==> src/rtl/pipe_arith_pkg.sv <==
// Shared constants for the pipe_arith3 datapath: default operand width and pipeline depth.
// Pure declarations; no logic, latency or backpressure of its own.
package pipe_arith_pkg;
   localparam int N_DEF   = 10;
   localparam int LATENCY = 3;
endpackage

==> src/rtl/pipe_stage_reg.sv <==
// W-bit pipeline register with synchronous active-high clear.
// Latency 1 cycle; loads every edge, no backpressure.
module pipe_stage_reg #(
   parameter int W = pipe_arith_pkg::N_DEF
) (
   input  logic         clk,
   input  logic         rst,
   input  logic [W-1:0] nxt,
   output logic [W-1:0] q
);
   always_ff @(posedge clk) begin
      if (rst) q <= '0;
      else     q <= nxt;
   end
endmodule

==> src/rtl/pipe_arith3.sv <==
// f = ((a + b) + (c - d)) * d mod 2^N, three registered stages, 3-cycle latency.
// One result per clock, no flow control; in_valid only rides along as out_valid.
module pipe_arith3
   import pipe_arith_pkg::*;
#(
   parameter int N = N_DEF
) (
   input  logic         clk,
   input  logic         rst,
   input  logic [N-1:0] a,
   input  logic [N-1:0] b,
   input  logic [N-1:0] c,
   input  logic [N-1:0] d,
   input  logic         in_valid,
   output logic [N-1:0] f,
   output logic         out_valid
);
   logic [N-1:0]   sum_ab, dif_cd, x1, x2, d1;
   logic [N-1:0]   sum_x, x3, d2;
   logic [2*N-1:0] prod;
   logic [N-1:0]   prod_lo;
   logic           v1, v2;

   assign sum_ab = a + b;
   assign dif_cd = c - d;

   pipe_stage_reg #(.W(N)) u_x1 (.clk(clk), .rst(rst), .nxt(sum_ab),   .q(x1));
   pipe_stage_reg #(.W(N)) u_x2 (.clk(clk), .rst(rst), .nxt(dif_cd),   .q(x2));
   pipe_stage_reg #(.W(N)) u_d1 (.clk(clk), .rst(rst), .nxt(d),        .q(d1));
   pipe_stage_reg #(.W(1)) u_v1 (.clk(clk), .rst(rst), .nxt(in_valid), .q(v1));

   assign sum_x = x1 + x2;

   pipe_stage_reg #(.W(N)) u_x3 (.clk(clk), .rst(rst), .nxt(sum_x), .q(x3));
   pipe_stage_reg #(.W(N)) u_d2 (.clk(clk), .rst(rst), .nxt(d1),    .q(d2));
   pipe_stage_reg #(.W(1)) u_v2 (.clk(clk), .rst(rst), .nxt(v1),    .q(v2));

   // d travels with its own operands, so the multiplier is the d captured alongside a/b/c.
   assign prod    = {{N{1'b0}}, x3} * {{N{1'b0}}, d2};
   assign prod_lo = prod[N-1:0];

   pipe_stage_reg #(.W(N)) u_f  (.clk(clk), .rst(rst), .nxt(prod_lo), .q(f));
   pipe_stage_reg #(.W(1)) u_v3 (.clk(clk), .rst(rst), .nxt(v2),      .q(out_valid));
endmodule

==> config.mk <==
export PLATFORM = sky130hd
export DESIGN_NAME = pipe_arith3
export DESIGN_NICKNAME = d
export VERILOG_FILES = /design/src/rtl/pipe_arith_pkg.sv /design/src/rtl/pipe_stage_reg.sv /design/src/rtl/pipe_arith3.sv
export SDC_FILE = /design/constraint.sdc
export NUM_CORES = 1
export LEC_CHECK = 0
export ABC_AREA = 1
export BUFFER_PORTS_ARGS = -buffer_cell sky130_fd_sc_hd__buf_4
export CORE_MARGIN = 2
export CORE_UTILIZATION = 44
export DETAILED_ROUTE_END_ITERATION = 8
export PLACE_DENSITY_LB_ADDON = 0.15
export RECOVER_POWER = 25
export SKIP_CTS_REPAIR_TIMING = 1
export SYNTH_ARGS = -nofsm -noshare
export SYNTH_HDL_FRONTEND = slang
export SYNTH_SLANG_ARGS = --single-unit
export TNS_END_PERCENT = 5
==> constraint.sdc <==
create_clock -name clk -period 7.3 [get_ports clk]
set_input_delay 0.73 -clock clk [delete_from_list [all_inputs] [get_ports clk]]
set_output_delay 0.73 -clock clk [all_outputs]
set_load 0.02 [all_outputs]
=== Word level (Yosys, flattened, before mapping) ===
Index checks and enable logic that the tools add are counted.

* Register bits: 63
* Bits of input ports: 43
* Output and inout port bits: 11
* Word-level logic and storage cells: 13

* Add/subtract/negate cells: 3
* Multipliers: 1

{| class="wikitable"
|+ Operators by type and width
! cell !! number
|-
| 10-bit adder || 2
|-
| 10-bit by 10-bit multiplier with 10-bit output || 1
|-
| 10-bit subtractor || 1
|}

=== Logic depth before layout (Yosys ltp) ===
Gate-level depths: netlist of run 1.

* Depth in word-level cells: 1
* Depth in mapped cells: 24
* Depth with buffers taken out: 23

=== Modules after synthesis ===
From an unflattened synthesis of run 1, not the netlist that was laid out.

* Cells, all modules: 620
* Area, all modules: 4,663.2 µm²

{| class="wikitable"
|+ By module, submodules not included
! module !! instances !! cells each !! area an instance (µm²) !! seq. area each (µm²)
|-
| pipe_arith3 || 1 || 425 || 2,854.0 || 0.0
|-
| pipe_stage_reg (u_d1 ...) || 6 || 31 || 286.5 || 200.2
|-
| pipe_stage_reg (u_v1 ...) || 3 || 3 || 30.0 || 20.0
|}

=== Worst setup path after synthesis of run 1 ===
Ideal clock, no wire load.

* Path type: flip-flop to flip-flop
* From: register u_d2.q[3]
* To: register u_f.q[9]
* Library setup time: 0.115 ns
* Arrival: 4.076 ns
* Required time: 7.185 ns
* Slack: 3.109 ns
* Stages on the path, launching flop included: 19
* Path buffers: 0
* Period minus slack after synthesis: 4.191 ns
* Cells stage by stage: dfxtp_1 -> nand2_1 -> fa_1 -> inv_1 -> fa_1 -> inv_1 -> fa_1 -> inv_1 -> fa_1 -> inv_1 -> fa_1 -> inv_1 -> ha_1 -> a21oi_1 -> o21ai_0 -> a21oi_1 -> nand3_1 -> nand2_1 -> nor2_1

* Word-level cells in the longest chain between the ends: 1

{| class="wikitable"
|+ RTL lines
! item !! line !! source
|-
| start: declaration || pipe_stage_reg.sv:9 || <nowiki>output logic [W-1:0] q</nowiki>
|-
| start signal: assignment || pipe_stage_reg.sv:13 || <nowiki>else q <= nxt;</nowiki>
|-
| 10-bit by 10-bit multiplier with 10-bit output || pipe_arith3.sv:39 || <nowiki>assign prod = {{N{1'b0}}, x3} * {{N{1'b0}}, d2};</nowiki>
|-
| end signal: assignment || pipe_stage_reg.sv:13 ||
|-
| end: declaration || pipe_stage_reg.sv:9 ||
|}

No other way between the ends.
A chain may end at the register's enable or synchronous reset.

=== Final worst setup path of run 1 ===
* From: register u_d2.q[2]
* To: register u_f.q[9]

Same word-level chain as after synthesis.

==> metrics.cfg, run 1 <==
[outcome]
outcome = complete, but fails checks
violations = max-capacitance violations, max-slew violations

[floorplanning]
fp.dieH_um = 105
io_pins = 54
core_um2 = 9820
fp.dieArea_um2 = 11000
initial_core_util_pct = 45.7
std_cell_rows = 36
die_x_um = 105

[logic_synthesis]
ys.flop_type = dfxtp_1
syn_area_per_cell_um2 = 7.29
syn-cell-area_um2 = 4480
synth.top_cells.by_count = 134 x inv_1, 124 x nand2_1, 63 x dfxtp_1
netlist_instances = 615
yosys-top-cells-area = dfxtp_1 28%, ha_1 14%, inv_1 11%
yosys_warnings = 0
yosys.area.top_type = dfxtp_1
synth_fp_nets = 734
yosysMostFrequentCell = inv_1
synth_cell_types = 29
postSynth.asyncResetShare_pct = 0
seq_area_frac_synth_pct = 28.1
ys_seq_elements = 63
synth_edf_count = 0
synth_top_area_share_pct = 28.1

[cells_and_area]
stdcell_count = 804
antenna_cells = 0
nNetsFinal = 785
area_delta_synth_final_pct = 14.7
drive_gt1_share_pct = 11.9

[pwr]
ir_drop_v = 0.0000845
power.density_nw_per_um2 = 175
switching_share_pct = 33.6
p_seq_share_pct = 44.9
power_frac_comb_pct = 24.7
p_sw_mw = 0.302
p_leak_nw = 2.85
p_total_mw = 0.898
p_int_mw = 0.596
pwr-share-clk_pct = 30.4

[timing]
setup-violations-final = 0
period_share_pct = 62.1
maxSlewHeadroom_pct = -12.2
period_minus_slack_ns = 4.53
finalSetupTns_ns = 0
max_freq_ghz = 0.221
skew_ns = 0.00954
timing.hold.ws_ns = 0.399
rsz0062_at_grt = no
tightest_slew_ns = 1.68
drv_slew = 37
hold_viol = 0

[critical_path]
crit_arrival_ns = 4.77
crit_path_end_kind = flip-flop
r2r_start = u_d2.q[2]
r2r_slack_ns = 2.77
path_max_fanout = 8
worstSetupPathType = flip-flop to flip-flop
cp.required_ns = 7.53
startpoint = u_d2.q[2]
start_kind = flip-flop

[grt]
grt_use_total_pct = 18.6
grt-ovfl-total = 0
grt_pass1_vias = 3780
grt_max_degree = 37
grt_pass1_wl_um = 16700
antenna_found_initial = 0

[clock_tree]
insertion_delay_ns = 0.34
cts_buffers = 9
clock_path_buffers = 2
clock-sinks = 63
root_buffer = clkbuf_8
cts_tree = yes
path_clk_slew_ns = 0.07
cts_max_level = 3

[placed_design]
post-dp-hpwl_um = 7720
numPortBuffers = 53
placed_cells = 788
gp_congestion = 0.866

[routing]
via_per_inst = 4.83
routedWlPerCell_um = 12.1
drtAntennaViolNets = 0
drt_wl_total_um = 9710
drc = 0
first_pass_iters = 4
drt_iter0_drc = 112
dr_total_vias = 3881

[job]
cap_viol_max_count = 1

[worst_hold_path]
hold_start = u_d1.q[6]
hp-class = flip-flop to flip-flop

## registers in the layout (all words and copies together), names as in the netlist
| register | count |
|---|---|
| u_x3.q | 10 |
| u_d1.q | 10 |
| u_x1.q | 10 |
| u_x2.q | 10 |
| u_v3.q | 1 |
| u_d2.q | 10 |
| u_v1.q | 1 |
| u_f.q | 10 |
| u_v2.q | 1 |
## critical path: stages, from the launching register on
cell,delay (ns)
dfxtp_1,0.52
nand2_1,0.13
fa_1,0.51
inv_1,0.05
fa_1,0.52
inv_1,0.05
fa_1,0.47
inv_1,0.05
fa_1,0.52
inv_1,0.05
fa_1,0.52
inv_1,0.04
ha_1,0.33
a21oi_1,0.13
o21ai_0,0.09
a21oi_1,0.19
nand3_1,0.11
nand2_1,0.08
nor2_1,0.05
## power groups by stage
stage	Sequential [mW]	Clock [mW]	Combinational, mW
after floorplan	0.403	0	0.159
after global placement	0.409	0	0.215
after detailed placement	0.411	0	0.220
after CTS	0.403	0.280	0.221
after global routing	0.407	0.296	0.255
final	0.403	0.273	0.222
## stage by stage
step,utilization [%],area [um2],setup slack [ns]
after detailed placement,50.6,4970,2.79
after global placement,50.6,4970,2.97
after floorplan,-,4480,3.11
after global routing,52.4,5140,2.54
final,52.4,5140,2.77
after CTS,52.4,5150,2.78
## placed cells by master, fill, tap and decap left out, types with 4 or more instances in the layout
| master | n |
|---|---|
| ha_1 | 51 |
| o21ai_0 | 35 |
| clkinv_2 | 4 |
| inv_1 | 134 |
| nand2_2 | 6 |
| fa_1 | 25 |
| nor3_1 | 7 |
| clkbuf_8 | 10 |
| nor2_1 | 52 |
| buf_4 | 52 |
| dfxtp_1 | 63 |
| nand2_1 | 124 |
| a21oi_1 | 54 |
| nand3_1 | 23 |
## final timing paths
check / to / cells after the start
max: u_f.q[9] / 18
min: u_d2.q[6] / 2
max reg2reg: u_f.q[9] / 18
min reg2reg: u_d2.q[6] / 2
## cell families (layout without fill, tap and decap cells)
group / count (synthesis) / in the layout / share of synthesized area (%)
flops: 63 / 63 / 28.1
fa+ha+maj: 76 / 76 / 25.4
buf+inv: 150 / 206 / 13.1
simple gates: 221 / 221 / 20.5
xor+xnor: 4 / 4 / 0.782
compound gates: 101 / 101 / 12.1
## routing by layer
layer,track usage [%],vias up,wire length [um]
li1,-,2016,-
met3,3.93,16,359
met4,5.52,0,190
met1,22.6,1761,4360
met2,32.9,88,4800
met5,0,-,0
## cell type report
| cell class | count | area [um2] |
|---|---|---|
| Fill cell | 969 | 4680 |
| Sequential cell | 63 | 1260 |
| Tap cell | 133 | 166 |
| Timing Repair Buffer | 53 | 394 |
| Multi-Input combinational cell | 402 | 2630 |
| Inverter | 137 | 514 |
| Clock buffer | 10 | 138 |
| Clock inverter | 6 | 36.3 |
Power figures use the tool's default switching activity.
==> run 2: changes to the inputs <==
--- a/config.mk
+++ b/config.mk
@@ -5,7 +5,7 @@
 export SDC_FILE = /design/constraint.sdc
 export NUM_CORES = 1
 export LEC_CHECK = 0
-export ABC_AREA = 1
+export ABC_AREA = 0
 export BUFFER_PORTS_ARGS = -buffer_cell sky130_fd_sc_hd__buf_4
 export CORE_MARGIN = 2
 export CORE_UTILIZATION = 44
==> constraint.sdc (replaced) <==
create_clock -name clk -period 4.5 [get_ports clk]
set_input_delay 0.45 -clock clk [delete_from_list [all_inputs] [get_ports clk]]
set_output_delay 0.45 -clock clk [all_outputs]
set_load 0.02 [all_outputs]
==> run 2 against run 1 <==
Highest routed layer unchanged. Combinational power rose by 70%. Non-clock buffer count grew 7. First-iteration DRC count decreased by 54%. The flow now finishes without violations.
==> metrics.cfg, run 2 <==
[timing]
tightest_slew_ns = 0.641  ; was 1.68 ns
maxSlewHeadroom_pct = 57.3  ; was -12.2%
period_share_pct = 96.3  ; was 62.1%
hold_viol = 0  ; unchanged
timing.hold.ws_ns = 0.327  ; was 0.399 ns
skew_ns = 0.0102  ; was 0.00954 ns
max_freq_ghz = 0.231  ; was 0.221 GHz
period_minus_slack_ns = 4.34  ; was 4.53 ns
setup-violations-final = 0  ; unchanged
drv_slew = 0  ; was 37
layout_setup_ws_ns = 0.164  ; was 2.77 ns

[floorplanning]
die_x_um = 101  ; was 105 um
std_cell_rows = 35  ; was 36
initial_core_util_pct = 45.2  ; was 45.7%
core_um2 = 9240  ; was 9820 um2
fp.dieH_um = 101  ; was 105 um
io_pins = 54  ; unchanged
fp.dieArea_um2 = 10300  ; was 11000 um2

[clock_tree]
clock_path_buffers = 2  ; unchanged
cts_tree = yes  ; unchanged
path_clk_slew_ns = 0.07  ; about the same
cts_max_level = 3  ; unchanged
cts_buffers = 9  ; unchanged
clock-sinks = 63  ; unchanged
insertion_delay_ns = 0.34  ; about the same
root_buffer = clkbuf_8  ; unchanged

[logic_synthesis]
ys_seq_elements = 63  ; unchanged
netlist_instances = 460  ; was 615
yosys-top-cells-area = dfxtp_1 30%, ha_1 15%, fa_1 12%  ; was dfxtp_1 28%, ha_1 14%, inv_1 11%
syn_area_per_cell_um2 = 9.07  ; was 7.29 um2
synth_edf_count = 0  ; unchanged
seq_area_frac_synth_pct = 30.2  ; was 28.1%
ys.flop_type = dfxtp_1  ; unchanged
synth.top_cells.by_count = 63 x dfxtp_1, 56 x inv_1, 51 x ha_1  ; was 134 x inv_1, 124 x nand2_1, 63 x dfxtp_1
synth_top_area_share_pct = 30.2  ; was 28.1%
yosys.area.top_type = dfxtp_1  ; unchanged
yosys_warnings = 0  ; unchanged
synth_fp_nets = 579  ; was 734
postSynth.asyncResetShare_pct = 0  ; unchanged
yosysMostFrequentCell = dfxtp_1  ; was inv_1
syn-cell-area_um2 = 4170  ; was 4480 um2
synth_cell_types = 41  ; was 29

[critical_path]
crit_arrival_ns = 4.61  ; was 4.77 ns
start_kind = flip-flop  ; unchanged
path_max_fanout = 7  ; was 8
cp.required_ns = 4.78  ; was 7.53 ns
crit_path_end_kind = flip-flop  ; unchanged
worstSetupPathType = flip-flop to flip-flop  ; unchanged

[placed_design]
gp_congestion = 0.876  ; was 0.866
post-dp-hpwl_um = 6470  ; was 7720 um
dpl-instance-area_um2 = 4710  ; was 4970 um2
numPortBuffers = 53  ; unchanged
place_ws_ns = 0.0540  ; was 2.79 ns
placed_cells = 635  ; was 788

[routing]
drc = 0  ; unchanged
wl_met1_um = 3750  ; was 4360 um
drtAntennaViolNets = 0  ; unchanged
via_per_inst = 4.73  ; was 4.83
met3_length_um = 230  ; was 359 um
dr_total_vias = 3095  ; was 3881
route.met2.wl_um = 4190  ; was 4800 um
drt_iter0_drc = 52  ; was 112
drt_wl_total_um = 8290  ; was 9710 um
first_pass_iters = 4  ; unchanged
route.top_layer_used = met4  ; unchanged
routedWlPerCell_um = 12.7  ; was 12.1 um

[cells_and_area]
nNetsFinal = 640  ; was 785
stdcell_count = 654  ; was 804
final_common_cell = buf_4  ; was inv_1
antenna_cells = 0  ; unchanged
fin_area_um2 = 5060  ; was 5140 um2
area_delta_synth_final_pct = 21.4  ; was 14.7%
drive_gt1_share_pct = 20.0  ; was 11.9%
final_cell_mix = 60 x buf_4, 55 x inv_1, 55 x dfxtp_1, 45 x ha_1, 41 x nand2_1  ; was 134 x inv_1, 124 x nand2_1, 63 x dfxtp_1, 54 x a21oi_1

[grt]
antenna_found_initial = 0  ; unchanged
grt_max_degree = 66  ; was 37
grt_use_total_pct = 17.6  ; was 18.6%
grt-ovfl-total = 0  ; unchanged
grt_pass1_vias = 3096  ; was 3780
grt_pass1_wl_um = 14200  ; was 16700 um

[pwr]
p_seq_share_pct = 41.0  ; was 44.9%
p_int_mw = 1.15  ; was 0.596 mW
ir_drop_v = 0.000149  ; was 0.0000845 V
power_frac_comb_pct = 23.6  ; was 24.7%
switching_share_pct = 28.1  ; was 33.6%
power.density_nw_per_um2 = 316  ; was 175 nW/um2
p_total_mw = 1.60  ; was 0.898 mW
p_leak_nw = 2.41  ; was 2.85 nW
pwr-share-clk_pct = 35.5  ; was 30.4%
p_sw_mw = 0.451  ; was 0.302 mW

[job]
cap_viol_max_count = 0  ; was 1

[outcome]
outcome = finished, final reports clean  ; was complete, but fails checks

[worst_hold_path]
hp-class = input port to flip-flop  ; was flip-flop to flip-flop

-- run 2: power groups by stage --
stage	clock [mW]	sequential, mW	combinational (mW)
after floorplan	0	0.661	0.257
after global placement	0	0.666	0.361
after detailed placement	0	0.666	0.367
after CTS	0.576	0.653	0.371
after global routing	0.604	0.661	0.433
final	0.568	0.656	0.378
-- run 2: metal layers --
layer | vias to the layer above | GRT usage, %
met1 | 1430 | 21.7
met4 | 0 | 5.72
li1 | 1604 | -
met3 | 12 | 3.45
met2 | 49 | 30.8
met5 | - | 0
-- run 2: area by class of cell --
| cell class | instances | area (um2) |
|---|---|---|
| fillers | 864 | 4180 |
| multi-input cells | 331 | 2730 |
| flip-flops and latches | 63 | 1290 |
| repair buffers | 60 | 450 |
| inverters | 56 | 210 |
| clock buffers | 12 | 165 |
| well taps | 129 | 161 |
| clock inverters | 3 | 65.1 |
-- run 2: final timing paths --
kind | from | to | slack [ns] | depth (start not counted)
max | u_x3.q[2] | u_f.q[9] | 0.16 | 16
min | in_valid | u_v1.q | 0.33 | 2
max reg2reg | u_x3.q[2] | u_f.q[9] | 0.16 | 16
min reg2reg | u_d1.q[5] | u_d2.q[5] | 0.43 | 1
-- run 2: critical path: stages, from the launching register on --
cell,delay (ns)
dfxtp_1,0.32
buf_4,0.16
and2_2,0.18
fa_2,0.36
ha_4,0.25
ha_1,0.27
inv_1,0.06
fa_1,0.54
inv_1,0.05
fa_1,0.53
ha_4,0.23
nand2_1,0.07
o21ai_2,0.07
or4_4,0.53
a31oi_2,0.17
xnor3_1,0.40
nor2_1,0.08
-- run 2: cell families (layout without fill, tap and decap cells) --
| family | count (synthesis) | after routing | share of synthesized area (%) |
|---|---|---|---|
| buffers and inverters | 66 | 131 | 6.21 |
| adder cells (fa/ha/maj) | 76 | 76 | 27.3 |
| AND/OR/NAND/NOR | 159 | 159 | 19.0 |
| AO/OA/AOI/OAI | 62 | 62 | 9.33 |
| multiplexers | 2 | 2 | 0.540 |
| flip-flops | 63 | 63 | 30.2 |
| XOR/XNOR | 32 | 32 | 7.41 |
-- run 2: stage by stage --
step	util [%]	setup TNS, ns
finish	54.8	0
global route	54.8	-0.0248
CTS	53.4	0
detailed placement	50.9	0
global placement	50.9	0
floorplan	-	0
